$ cat config.mk
export PLATFORM = sky130hd
export DESIGN_NAME = mydff_univ_reg
export DESIGN_NICKNAME = d
export VERILOG_FILES = /design/src/rtl/mydff_pkg.sv /design/src/rtl/mydff_univ_cell.sv /design/src/rtl/mydff_univ_reg.sv
export SDC_FILE = /design/constraint.sdc
export NUM_CORES = 1
export LEC_CHECK = 0
export ABC_AREA = 0
export BUFFER_PORTS_ARGS = -buffer_cell sky130_fd_sc_hd__buf_4
export CORE_MARGIN = 4
export CORE_UTILIZATION = 55
export DETAILED_ROUTE_END_ITERATION = 10
export PLACE_DENSITY_LB_ADDON = 0.08
export SLEW_MARGIN = 15
export SYNTH_ARGS = -nofsm -noshare
export SYNTH_HDL_FRONTEND = slang
export SYNTH_SLANG_ARGS = --single-unit
$ cat constraint.sdc
create_clock -name Ck -period 7.25 [get_ports Ck]
set_input_delay 0.3625 -clock Ck [delete_from_list [all_inputs] [get_ports Ck]]
set_output_delay 0.3625 -clock Ck [all_outputs]
set_load 0.1 [all_outputs]
$ cat src/rtl/mydff_pkg.sv
// mydff_pkg
// Shared operation codes for the mydff universal register.
// Used by the register, its per-bit cell and the bench so the MODE
// encoding lives in exactly one place.
package mydff_pkg;

   localparam logic [2:0] MODE_HOLD  = 3'b000;
   localparam logic [2:0] MODE_LOAD  = 3'b001;
   localparam logic [2:0] MODE_SHL   = 3'b010;
   localparam logic [2:0] MODE_SHR   = 3'b011;
   localparam logic [2:0] MODE_ROL   = 3'b100;
   localparam logic [2:0] MODE_ROR   = 3'b101;
   localparam logic [2:0] MODE_CNTUP = 3'b110;
   localparam logic [2:0] MODE_CNTDN = 3'b111;

endpackage

$ cat src/rtl/mydff_univ_cell.sv
// mydff_univ_cell
// One bit of the universal register: next-state mux plus flop.
// Ports:
//   Ck       clock, rising edge
//   CLR      synchronous clear, highest priority
//   PSET     synchronous preset, loads pset_bit
//   pset_bit this bit of the preset value
//   EN       enable for MODE operations
//   MODE     operation select (mydff_pkg codes)
//   d        parallel load bit
//   lo_bit   bit shifted in from below (SHL / ROL source)
//   hi_bit   bit shifted in from above (SHR / ROR source)
//   cnt_bit  this bit of the counter next value (up or down)
//   q        stored bit
module mydff_univ_cell
   import mydff_pkg::*;
(
   input  logic       Ck,
   input  logic       CLR,
   input  logic       PSET,
   input  logic       pset_bit,
   input  logic       EN,
   input  logic [2:0] MODE,
   input  logic       d,
   input  logic       lo_bit,
   input  logic       hi_bit,
   input  logic       cnt_bit,
   output logic       q
);

   logic r_q;

   always_ff @(posedge Ck) begin
      if (CLR)
         r_q <= 1'b0;
      else if (PSET)
         r_q <= pset_bit;
      else if (EN) begin
         case (MODE)
            MODE_LOAD:               r_q <= d;
            MODE_SHL, MODE_ROL:      r_q <= lo_bit;
            MODE_SHR, MODE_ROR:      r_q <= hi_bit;
            MODE_CNTUP, MODE_CNTDN:  r_q <= cnt_bit;
            default:                 r_q <= r_q;
         endcase
      end
   end

   assign q = r_q;

endmodule

$ cat src/rtl/mydff_univ_reg.sv
// mydff_univ_reg
// WIDTH-bit universal register: clear, preset, enable, load, hold,
// shift/rotate left/right, count up/down.
// Ports:
//   Ck    clock, all state changes on the rising edge
//   CLR   synchronous clear (active-high), highest priority
//   PSET  synchronous preset (active-high), loads PSET_VAL
//   EN    enable for MODE operations
//   MODE  operation select (mydff_pkg codes)
//   D     parallel load data
//   SI    serial input for SHL/SHR
//   Q     register contents
//   SO    registered serial-out / carry-borrow pulse
//   ZERO  combinational, high when Q == 0
module mydff_univ_reg
   import mydff_pkg::*;
#(
   parameter int               WIDTH    = 8,
   parameter logic [WIDTH-1:0] PSET_VAL = {WIDTH{1'b1}}
) (
   input  logic             Ck,
   input  logic             CLR,
   input  logic             PSET,
   input  logic             EN,
   input  logic [2:0]       MODE,
   input  logic [WIDTH-1:0] D,
   input  logic             SI,
   output logic [WIDTH-1:0] Q,
   output logic             SO,
   output logic             ZERO
);

   logic [WIDTH-1:0] w_lo;
   logic [WIDTH-1:0] w_hi;
   logic [WIDTH-1:0] w_cnt;
   logic             w_lo_end;
   logic             w_hi_end;
   logic             r_so;

   // End bits differ between shift (take SI) and rotate (wrap around).
   // With WIDTH=1 this makes ROL/ROR hold and SHL/SHR load SI.
   assign w_lo_end = (MODE == MODE_ROL) ? Q[WIDTH-1] : SI;
   assign w_hi_end = (MODE == MODE_ROR) ? Q[0]       : SI;

   assign w_cnt = (MODE == MODE_CNTUP) ? Q + WIDTH'(1) : Q - WIDTH'(1);

   for (genvar i = 0; i < WIDTH; i++) begin : g_bit
      if (i == 0) begin : g_lo_end
         assign w_lo[i] = w_lo_end;
      end else begin : g_lo_mid
         assign w_lo[i] = Q[i-1];
      end
      if (i == WIDTH-1) begin : g_hi_end
         assign w_hi[i] = w_hi_end;
      end else begin : g_hi_mid
         assign w_hi[i] = Q[i+1];
      end

      mydff_univ_cell u_cell (
         .Ck       (Ck),
         .CLR      (CLR),
         .PSET     (PSET),
         .pset_bit (PSET_VAL[i]),
         .EN       (EN),
         .MODE     (MODE),
         .d        (D[i]),
         .lo_bit   (w_lo[i]),
         .hi_bit   (w_hi[i]),
         .cnt_bit  (w_cnt[i]),
         .q        (Q[i])
      );
   end

   // SO is a one-edge pulse: the bit shifted/rotated out, or the wrap
   // indication of a count. Every other path drives it low.
   always_ff @(posedge Ck) begin
      if (CLR || PSET || !EN)
         r_so <= 1'b0;
      else begin
         case (MODE)
            MODE_SHL, MODE_ROL: r_so <= Q[WIDTH-1];
            MODE_SHR, MODE_ROR: r_so <= Q[0];
            MODE_CNTUP:         r_so <= &Q;
            MODE_CNTDN:         r_so <= ~|Q;
            default:            r_so <= 1'b0;
         endcase
      end
   end

   assign SO   = r_so;
   assign ZERO = ~|Q;

endmodule

; Word-level counts from Yosys, hierarchy flattened
; Cells that the tools add are included.
[totals]
reg_bits = 9
output_inout_bits = 10
[op_classes]
n_addsub = 2
n_eq_ne = 7
mux = 28
reduce_logical = 12
[ops]
columns = op, n
row1 = case mux 1 bit (4 select lines), 9
row2 = two-way mux 1 bit, 18
row3 = "equality test 3 bit, second input constant", 4
row4 = "adder 8 x 1 -> 8 bit, second input constant", 1
row5 = two-way mux 8 bit, 1
row6 = AND reduction 8 bit, 1
row7 = OR reduction 8 bit, 1
row8 = "subtractor 8 x 1 -> 8 bit, second input constant", 1
row9 = "equality test 3 x 2 -> 1 bit, second input constant", 2
row10 = OR reduction 2 bit, 3
row11 = nonzero test 5 bit, 1
row12 = "equality test 3 x 1 -> 1 bit, second input constant", 1
row13 = zero test 1 bit, 2
row14 = logical OR 1 bit, 2
row15 = AND reduction 2 bit, 1
row16 = nonzero test 2 bit, 1

; Depth between registers and ports, before layout
; Gate-level depths: netlist of run 1.
[depth]
word_depth = 5
ltp_mapped = 9
depth_no_buf = 8

; By module
; A second synthesis of run 1 with hierarchy kept.
[unflattened]
cells_unflattened = 158
area_unflattened_um2 = 1218.7
[modules_own_cells]
columns = mod, instances, cells_per_inst, area_each_um2, seq_area_each_um2
row1 = mydff_univ_cell, 8, 12, 97.6, 20.0
row2 = mydff_univ_reg, 1, 62, 437.9, 20.0

; Worst setup path after synthesis of run 1
; Ideal clock, no wire load.
[synth_timing]
path_kind = register -> output
startpoint = register g_bit[0].u_cell.r_q
endpoint = output port ZERO
arrival_ps = 2228
required_ps = 6888
setup_slack_ps = 4660
stages_incl_launch_ff = 4
n_path_buf = 1
cell_sequence = dfxtp_1 > buf_6 > or4_4 > nor2_1
[synth_between]
elab_chain_len = 2
[synth_lines]
columns = element, line_no
row1 = start: declaration, mydff_univ_cell.sv:31  ; logic r_q;
row2 = start signal: assignment, mydff_univ_cell.sv:37  ; r_q <= pset_bit;
row3 = start signal: assignment, mydff_univ_cell.sv:41  ; MODE_SHL, MODE_ROL: r_q <= lo_bit;
row4 = start signal: assignment, mydff_univ_cell.sv:42  ; MODE_SHR, MODE_ROR: r_q <= hi_bit;
row5 = OR reduction 8 bit, mydff_univ_reg.sv:91  ; assign ZERO = ~|Q;
row6 = zero test 1 bit, mydff_univ_reg.sv:91
row7 = end: declaration, mydff_univ_reg.sv:30  ; output logic ZERO
; Every way passes these cells.

; Worst setup path after layout of run 1
[layout_timing]
startpoint = input port MODE[0]
endpoint = register g_bit[7].u_cell.r_q
[layout_between]
elab_chain_len = 5
[layout_lines]
columns = element, line_no
row1 = start: declaration, mydff_univ_reg.sv:25  ; input logic [2:0] MODE,
row2 = "equality test 3 bit, or another cell as far along", "mydff_univ_cell.sv:39, mydff_univ_reg.sv:45"
row3 = "two-way mux 8 bit, or another cell as far along", mydff_univ_reg.sv:45  ; assign w_cnt = (MODE == MODE_CNTUP) ? Q + WIDTH'(1) : Q - WIDTH'(1);
row4 = case mux 1 bit (4 select lines), mydff_univ_cell.sv:39  ; case (MODE)
row5 = two-way mux 1 bit, mydff_univ_cell.sv:38  ; else if (EN) begin
row6 = two-way mux 1 bit, mydff_univ_cell.sv:36  ; else if (PSET)
row7 = end signal: assignment, mydff_univ_cell.sv:37
row8 = end signal: assignment, mydff_univ_cell.sv:41
row9 = end signal: assignment, mydff_univ_cell.sv:42
row10 = end: declaration, mydff_univ_cell.sv:31
; Parallel ways exist; a longest one is shown, timed or not. The select of a mux whose other input is x is not followed.
; A chain may end at the register's enable or synchronous reset.

==> results of run 1 <==
-- routing by layer --
metal	global-route usage, %	vias to the layer above	wire, µm
li1	-	563	-
met1	30.2	524	1270
met2	39.9	34	1420
met3	3.70	4	169
met4	8.94	0	35
met5	0	-	0
-- cells by family (layout without fill, tap and decap cells) --
group,after synthesis,count (layout)
multiplexers,9,9
adder cells (fa/ha/maj),8,8
flip-flops,9,9
buffers and inverters,19,31
XOR/XNOR,4,4
AO/OA/AOI/OAI,46,46
AND/OR/NAND/NOR,50,50
-- stage by stage --
step | cell area, µm² | utilization [%] | cells | power [mW]
after global placement | 1220 | 66.9 | 178 | 0.182
after CTS | 1240 | 68.4 | 182 | 0.229
final | 1240 | 68.4 | 182 | 0.229
after global routing | 1240 | 68.4 | 182 | 0.244
after detailed placement | 1220 | 66.9 | 178 | 0.184
after floorplan | 1110 | - | 145 | 0.164
-- state kept, by name, indices dropped and copies added (netlist names) --
name	count
g_bit.u_cell.q	8
SO	1
-- layout by cell type (no fill, tap or decap), drive strengths merged, types with 2 or more instances in the layout --
cell / instances
clkbuf: 4
dfxtp: 9
or3: 3
a21o: 2
or2: 2
mux2i: 9
xnor2: 3
nand3: 2
inv: 2
nor3b: 3
a21oi: 11
nor4: 2
nor2: 18
nand3b: 5
nor3: 4
or4: 3
o21ai: 10
a211oi: 9
nand2: 5
o32a: 2
ha: 7
buf: 25
o211ai: 2
-- power breakdown --
group          switching (mW)  internal, mW  total (mW)
Combinational          0.0776        0.0413       0.119
Clock                  0.0234        0.0214      0.0448
Sequential             0.0109        0.0542      0.0652
Total                   0.112         0.117       0.229
-- worst max-delay path, stage by stage --
cell	delay (ns)
buf_4	0.17
inv_1	0.19
nand3_1	0.32
ha_1	0.41
a211oi_1	0.27
o21ai_1	0.14
mux2i_1	0.14
or4_1	0.46
nand3_1	0.09
-- worst paths after layout --
path                            cells past startpoint  slack (ns)                      startpoint                              to
worst max-delay path                                9        4.92                         MODE[0]  g_bit[7].u_cell.q$_SDFFE_PP0P_
worst min register to register                      2        0.59  g_bit[2].u_cell.q$_SDFFE_PP0P_  g_bit[2].u_cell.q$_SDFFE_PP0P_
worst max register to register                      6        5.25  g_bit[1].u_cell.q$_SDFFE_PP0P_  g_bit[7].u_cell.q$_SDFFE_PP0P_
worst min-delay path                                2        0.36                             CLR  g_bit[4].u_cell.q$_SDFFE_PP0P_
-- final cells by class --
type,count,area [µm²]
clock buffers,4,26.3
fillers,171,576
flip-flops and latches,9,180
well taps,25,31.3
repair buffers,25,188
multi-input cells,117,812
inverters,2,7.51
==> metrics.md, run 1 <==
| Metric | Value |
|---|---|
| Status | finished clean |
| Minimum clock period | 2.33 ns |
| Commonest cells in the netlist | nor2_1, a21oi_1 |
| Worst Skew | between 0.003 and 0.004 ns |
| Pwr/cell area | between 150 and 200 nW/µm² |
| Min Hold Slack | 0.365 ns |
| Max IR drop VDD | 0.158 mV |
| Post-synth EDFFs | 0 |
| WS Path Type | in -> reg |
| Arrival time worst endpoint | 2.56 ns |
| Area grow syn2layout | 12.6% |
| Period Utilization, post-route | between 30% and 40% |
| Total Routing Usage GR | between 20% and 30% |
| Post-synthesis simple-gate area fraction | 24.9% |
| Site Rows | 15 |
| Via count | 1,125 |
| Core footprint | 1820 µm² |
| Seq/Total Area, Yosys | between 10% and 20% |
| Worst-Margin Slew | approximately 0.63 ns |
| CTS Sinks | 9 |
| CTS clk-pin slew, worst paths | 0.08 ns |
| H-tree depth | 1 |
| Synth Area in Adders | under 10% |
| Synth top area share | 16.3% |
| Post-Syn Nets | 169 |
| Final Hold Fails | 0 |
| Fmax | 0.430 GHz |
| Initial antenna violation count | 0 |
| Pins Over Slew Limit | 0 |
| Number of global-route vias before repair | 1,048 |
| Final net count | 182 |
| PostCTS Resize Cnt | 0 |
| Max clock buf depth | 2 |
| CTS tree | built |
| Post-DRT Antenna Nets | 0 |
| CP required | 7.48 ns |
| YS warnings | 0 |
| Drt via density | 6.18 |
| I/O pin total | 26 |
| Clock Latency Late Sink | 0.28 ns |
| Hold_buf cts | 0 |
| CTS root buf | clkbuf_4 |
| Startpoint Class | input pin |
| ANT cells | 0 |
| Post-Syn Instances | about 150 |
| Hpwl dp | 2150 µm |
| 1st-pass router iterations | 4 |
| Most instantiated library cell after synthesis | nor2_1 |
| Compound-Gate Fraction of Synth Area | 27.5% |
| Setup Buffers After CTS | 0 |
| Die Ht | 52.8 µm |
| Yosys reg bits | 9 |
| Total Neg Setup Slack | 0 ns |
| Worst-case headroom to the max-slew limit | 57.7% |
| Min-Delay Path Class | in -> reg |
| Syn Std Cell Area | roughly 1100 µm² |
| Routed wire length | between 2000 and 3000 µm |
| 1st-iter DRT viols | 32 |
| PortBufs | 25 |
| Placer Congestion | between 0.8 and 0.9 |
| Leading area contributor after synthesis | dfxtp_1 |
| Die ar. | 2790 µm² |
| RSZ-0062 raised after global routing | false |
| Mean post-synth cell area | ~7.6 µm² |
| Combinational family with the most area after synthesis | compound AO/OA/AOI/OAI gates |
| Predominant post-synthesis flop cell | dfxtp_1 |
| Initial Util | 60.8% |
| DR DRC count | 0 |
| Die X-Extent | 52.8 µm |
| Static Leakage | 0.515 nW |
| Layout cells sized above 1 | 20.4% |
| Post-synthesis mux area share | 8.14% |
| Unique cell type count in the Yosys netlist | 44 |
| Num CTS Buffers | 3 |
| WL/cell | 15.9 µm |
| Endpoints failing setup | 0 |
| Max-cap violations | 0 |
| Max FO, Critical Path | 12 |
| Crit. End Element | flip-flop |
| Xor and xnor area share after synthesis | about 3.2% |
| Grt total ovfl | 0 |
| Synth top area cells | dfxtp_1, mux2i_1, ha_1 |
| Largest net degree at the start of global routing | 25 |
| First-pass GRT wire length | 4830 µm |
| Post-Place Worst Slack | 4.64 ns |
| Async set or reset register ratio after synthesis | 0% |
| Final WS setup | 4.92 ns |
No activity file was read; power rests on OpenSTA's default activity.
==> run 2: changes to the inputs <==
--- a/config.mk
+++ b/config.mk
@@ -5,10 +5,10 @@
 export SDC_FILE = /design/constraint.sdc
 export NUM_CORES = 1
 export LEC_CHECK = 0
-export ABC_AREA = 0
+export ABC_AREA = 1
 export BUFFER_PORTS_ARGS = -buffer_cell sky130_fd_sc_hd__buf_4
 export CORE_MARGIN = 4
-export CORE_UTILIZATION = 55
+export CORE_UTILIZATION = 48
 export DETAILED_ROUTE_END_ITERATION = 10
 export PLACE_DENSITY_LB_ADDON = 0.08
 export SLEW_MARGIN = 15
==> constraint.sdc (replaced) <==
create_clock -name Ck -period 2.1 [get_ports Ck]
set_input_delay 0.105 -clock Ck [delete_from_list [all_inputs] [get_ports Ck]]
set_output_delay 0.105 -clock Ck [all_outputs]
set_load 0.1 [all_outputs]
==> run 2 against run 1 <==
Via count up 12%. Total power increased to 3.3 times the previous value. Combinational power grew to 3.4 times the previous value. Clock skew rose by 0.0022 ns. Global-route usage shrank 3.5 points. Flip-flop and latch count unchanged. Wire length grew 4.6%. Final cell count up 37%. Highest routed layer unchanged. Synthesized area is 3.4% higher.
==> metrics.md, run 2 <==
| Metric | Value |
|---|---|
| Worst Hold Depth | 3 |
| Synth Area in Adders | 9.41% |
| Crit. End Element | flip-flop |
| DR DRC count | 0 |
| Minimum clock period | 1.61 ns |
| Number of global-route vias before repair | between 1,000 and 1,500 |
| Die Ht | ~57 µm |
| Register area | 180 µm² |
| Hold_buf cts | 0 |
| Post-Syn Nets | 225 |
| CTS root buf | clkbuf_4 |
| Commonest cells in the netlist | nand2_1, inv_1, nand3_1, nor2_1, o21ai_0 |
| Post-Route M1 WL | 1410 µm |
| Most instantiated library cell after synthesis | nand2_1 |
| Placer Congestion | approximately 0.83 |
| Status | finished clean |
| Period Utilization, post-route | 76.6% |
| Reg-to-Reg Start | g_bit[0].u_cell.q$_SDFFE_PP0P_ |
| Mean post-synth cell area | between 5 and 6 µm² |
| Core footprint | 2230 µm² |
| Highest routing layer actually used | met4 |
| R2r endpoint | g_bit[2].u_cell.q$_SDFFE_PP0P_ |
| Leading area contributor after synthesis | nand2_1 |
| CTS clk-pin slew, worst paths | about 0.07 ns |
| Area grow syn2layout | 16.3% |
| Worst reg-to-reg setup slack | 0.49 ns |
| Max FO, Critical Path | 8 |
| Predominant post-synthesis flop cell | dfxtp_1 |
| First-pass GRT wire length | 5240 µm |
| Synth top area share | between 10% and 20% |
| Post-synthesis mux area share | 0% |
| Initial antenna violation count | 0 |
| Fin util | 59.6% |
| Die X-Extent | 56.8 µm |
| Startpoint Class | flip-flop |
| RSZ-0062 raised after global routing | false |
| 1st-iter DRT viols | 40 |
| Post-synth EDFFs | 0 |
| Via count | 1,261 |
| DR WL met2 | 1460 µm |
| Min-Delay Path Class | in -> reg |
| Arrival time worst endpoint | 1.78 ns |
| Xor and xnor area share after synthesis | 0% |
| Total Routing Usage GR | 20.3% |
| Syn Std Cell Area | 1140 µm² |
| Max IR drop VDD | roughly 0.44 mV |
| Unique cell type count in the Yosys netlist | 22 |
| Combinational family with the most area after synthesis | simple AND/OR/NAND/NOR gates |
| Post-DRT Antenna Nets | 0 |
| ANT cells | 0 |
| Static Leakage | 0.736 nW |
| Synth top area cells | nand2_1, dfxtp_1, inv_1 |
| Grt total ovfl | 0 |
| Largest net degree at the start of global routing | 12 |
| WL/cell | roughly 12 µm |
| Pwr/cell area | 576 nW/µm² |
| Total Neg Setup Slack | 0 ns |
| Fmax | 0.622 GHz |
| Max-cap violations | 0 |
| Hold Crit Start | D[0] |
| Most frequent cells in the layout | nand2_1, inv_1, buf_4 |
| Routed wire length | 3020 µm |
| Yosys reg bits | 9 |
| Final Hold Fails | 0 |
| PortBufs | 25 |
| 1st-pass router iterations | 4 |
| Pins Over Slew Limit | 0 |
| Post-synthesis simple-gate area fraction | 46.1% |
| Final net count | ~250 |
| CTS Sinks | 9 |
| H-tree depth | 1 |
| Compound-Gate Fraction of Synth Area | a little over a tenth |
| Site Rows | 17 |
| Most common cell after layout, fill and taps aside | nand2_1 |
| PostCTS Resize Cnt | 0 |
| I/O pin total | 26 |
| Seq/Total Area, Yosys | 15.8% |
| WS Path Type | reg -> reg |
| Min Hold Slack | about 0.094 ns |
| CP required | approximately 2.3 ns |
| Hold Crit Endpoint | g_bit[0].u_cell.q$_SDFFE_PP0P_ |
| Hpwl dp | 2280 µm |
| Layout cells sized above 1 | 19.9% |
| DR WL met3 | 132 µm |
| Worst-case headroom to the max-slew limit | 79.4% |
| Area occupied by multi-input gates | 762 µm² |
| Post-Syn Instances | roughly 200 |
| Fillers | 235 |
| Initial Util | 51.2% |
| Max reg flops | 8 |
| CTS tree | built |
| Max clock buf depth | 2 |
| Clock Latency Late Sink | about 0.27 ns |
| Worst r2r path cells | 8 |
| Async set or reset register ratio after synthesis | 0% |
| Worst-Margin Slew | slightly above 0.3 ns |
| YS warnings | 0 |
| Die ar. | 3230 µm² |
| Endpoints failing setup | 0 |
| Worst Skew | 0.00581 ns |
| Drt via density | 5.06 |
| Setup Buffers After CTS | 0 |
| Num CTS Buffers | 3 |
run 2: cell types whose count changed in the layout (fill, tap and decap cells not counted), moves of 4 or more:
cell / previous run / this run
mux2i_1: 9 / 0
a211oi_1: 9 / 0
nand4_1: 0 / 4
inv_1: 2 / 32
nand3_1: 2 / 22
nand2_1: 5 / 56
inv_2: 0 / 5
run 2: worst max path at each step:
stage | from | end | slack, ns | cells past startpoint
floorplan | g_bit[0].u_cell.q$_SDFFE_PP0P_ | SO$_SDFF_PP0_ | 0.36 | 7
global placement | MODE[0] | g_bit[2].u_cell.q$_SDFFE_PP0P_ | 0.33 | 11
detailed placement | MODE[0] | g_bit[2].u_cell.q$_SDFFE_PP0P_ | 0.30 | 11
CTS | g_bit[0].u_cell.q$_SDFFE_PP0P_ | g_bit[2].u_cell.q$_SDFFE_PP0P_ | 0.49 | 8
global route | g_bit[0].u_cell.q$_SDFFE_PP0P_ | g_bit[6].u_cell.q$_SDFFE_PP0P_ | 0.32 | 9
finish | g_bit[0].u_cell.q$_SDFFE_PP0P_ | g_bit[2].u_cell.q$_SDFFE_PP0P_ | 0.49 | 8
run 2: cell families after synthesis:
logic type / count (synthesis)
flops: 9
fa+ha+maj: 8
buf+inv: 46
simple gates: 113
compound gates: 25
run 2: metrics by stage:
step	instances	worst slack, ns	area [µm²]	total power [mW]
detailed placement	245	0.305	1300	0.621
global route	249	0.315	1330	0.836
finish	249	0.492	1330	0.767
CTS	249	0.494	1330	0.770
global placement	245	0.329	1300	0.614
floorplan	201	0.364	1150	0.542
run 2: final cells by class:
type                    instances  share of cell area, %
inverters                      37                   10.4
well taps                      28                   2.63
multi-input cells             146                   57.3
clock buffers                   4                   1.98
repair buffers                 25                   14.1
flip-flops and latches          9                   13.5
run 2: metal layers:
metal | track usage (%) | vias up
li1 | - | 670
met1 | 24.7 | 562
met4 | 6.29 | 0
met5 | 0 | -
met3 | 3.68 | 2
met2 | 35.6 | 27
run 2: critical path, cell delays in order, from the launching register on:
cell     delay, ns
dfxtp_1       0.39
fa_1          0.45
or2_2         0.30
nand3_1       0.08
nand2_1       0.05
nor2_1        0.08
nand3_1       0.07
nand2_1       0.06
inv_1         0.03
run 2: where the power goes:
part / internal (mW) / switching, mW
Clock: 0.0735 / 0.0741
Combinational: 0.123 / 0.279
Sequential: 0.186 / 0.0313
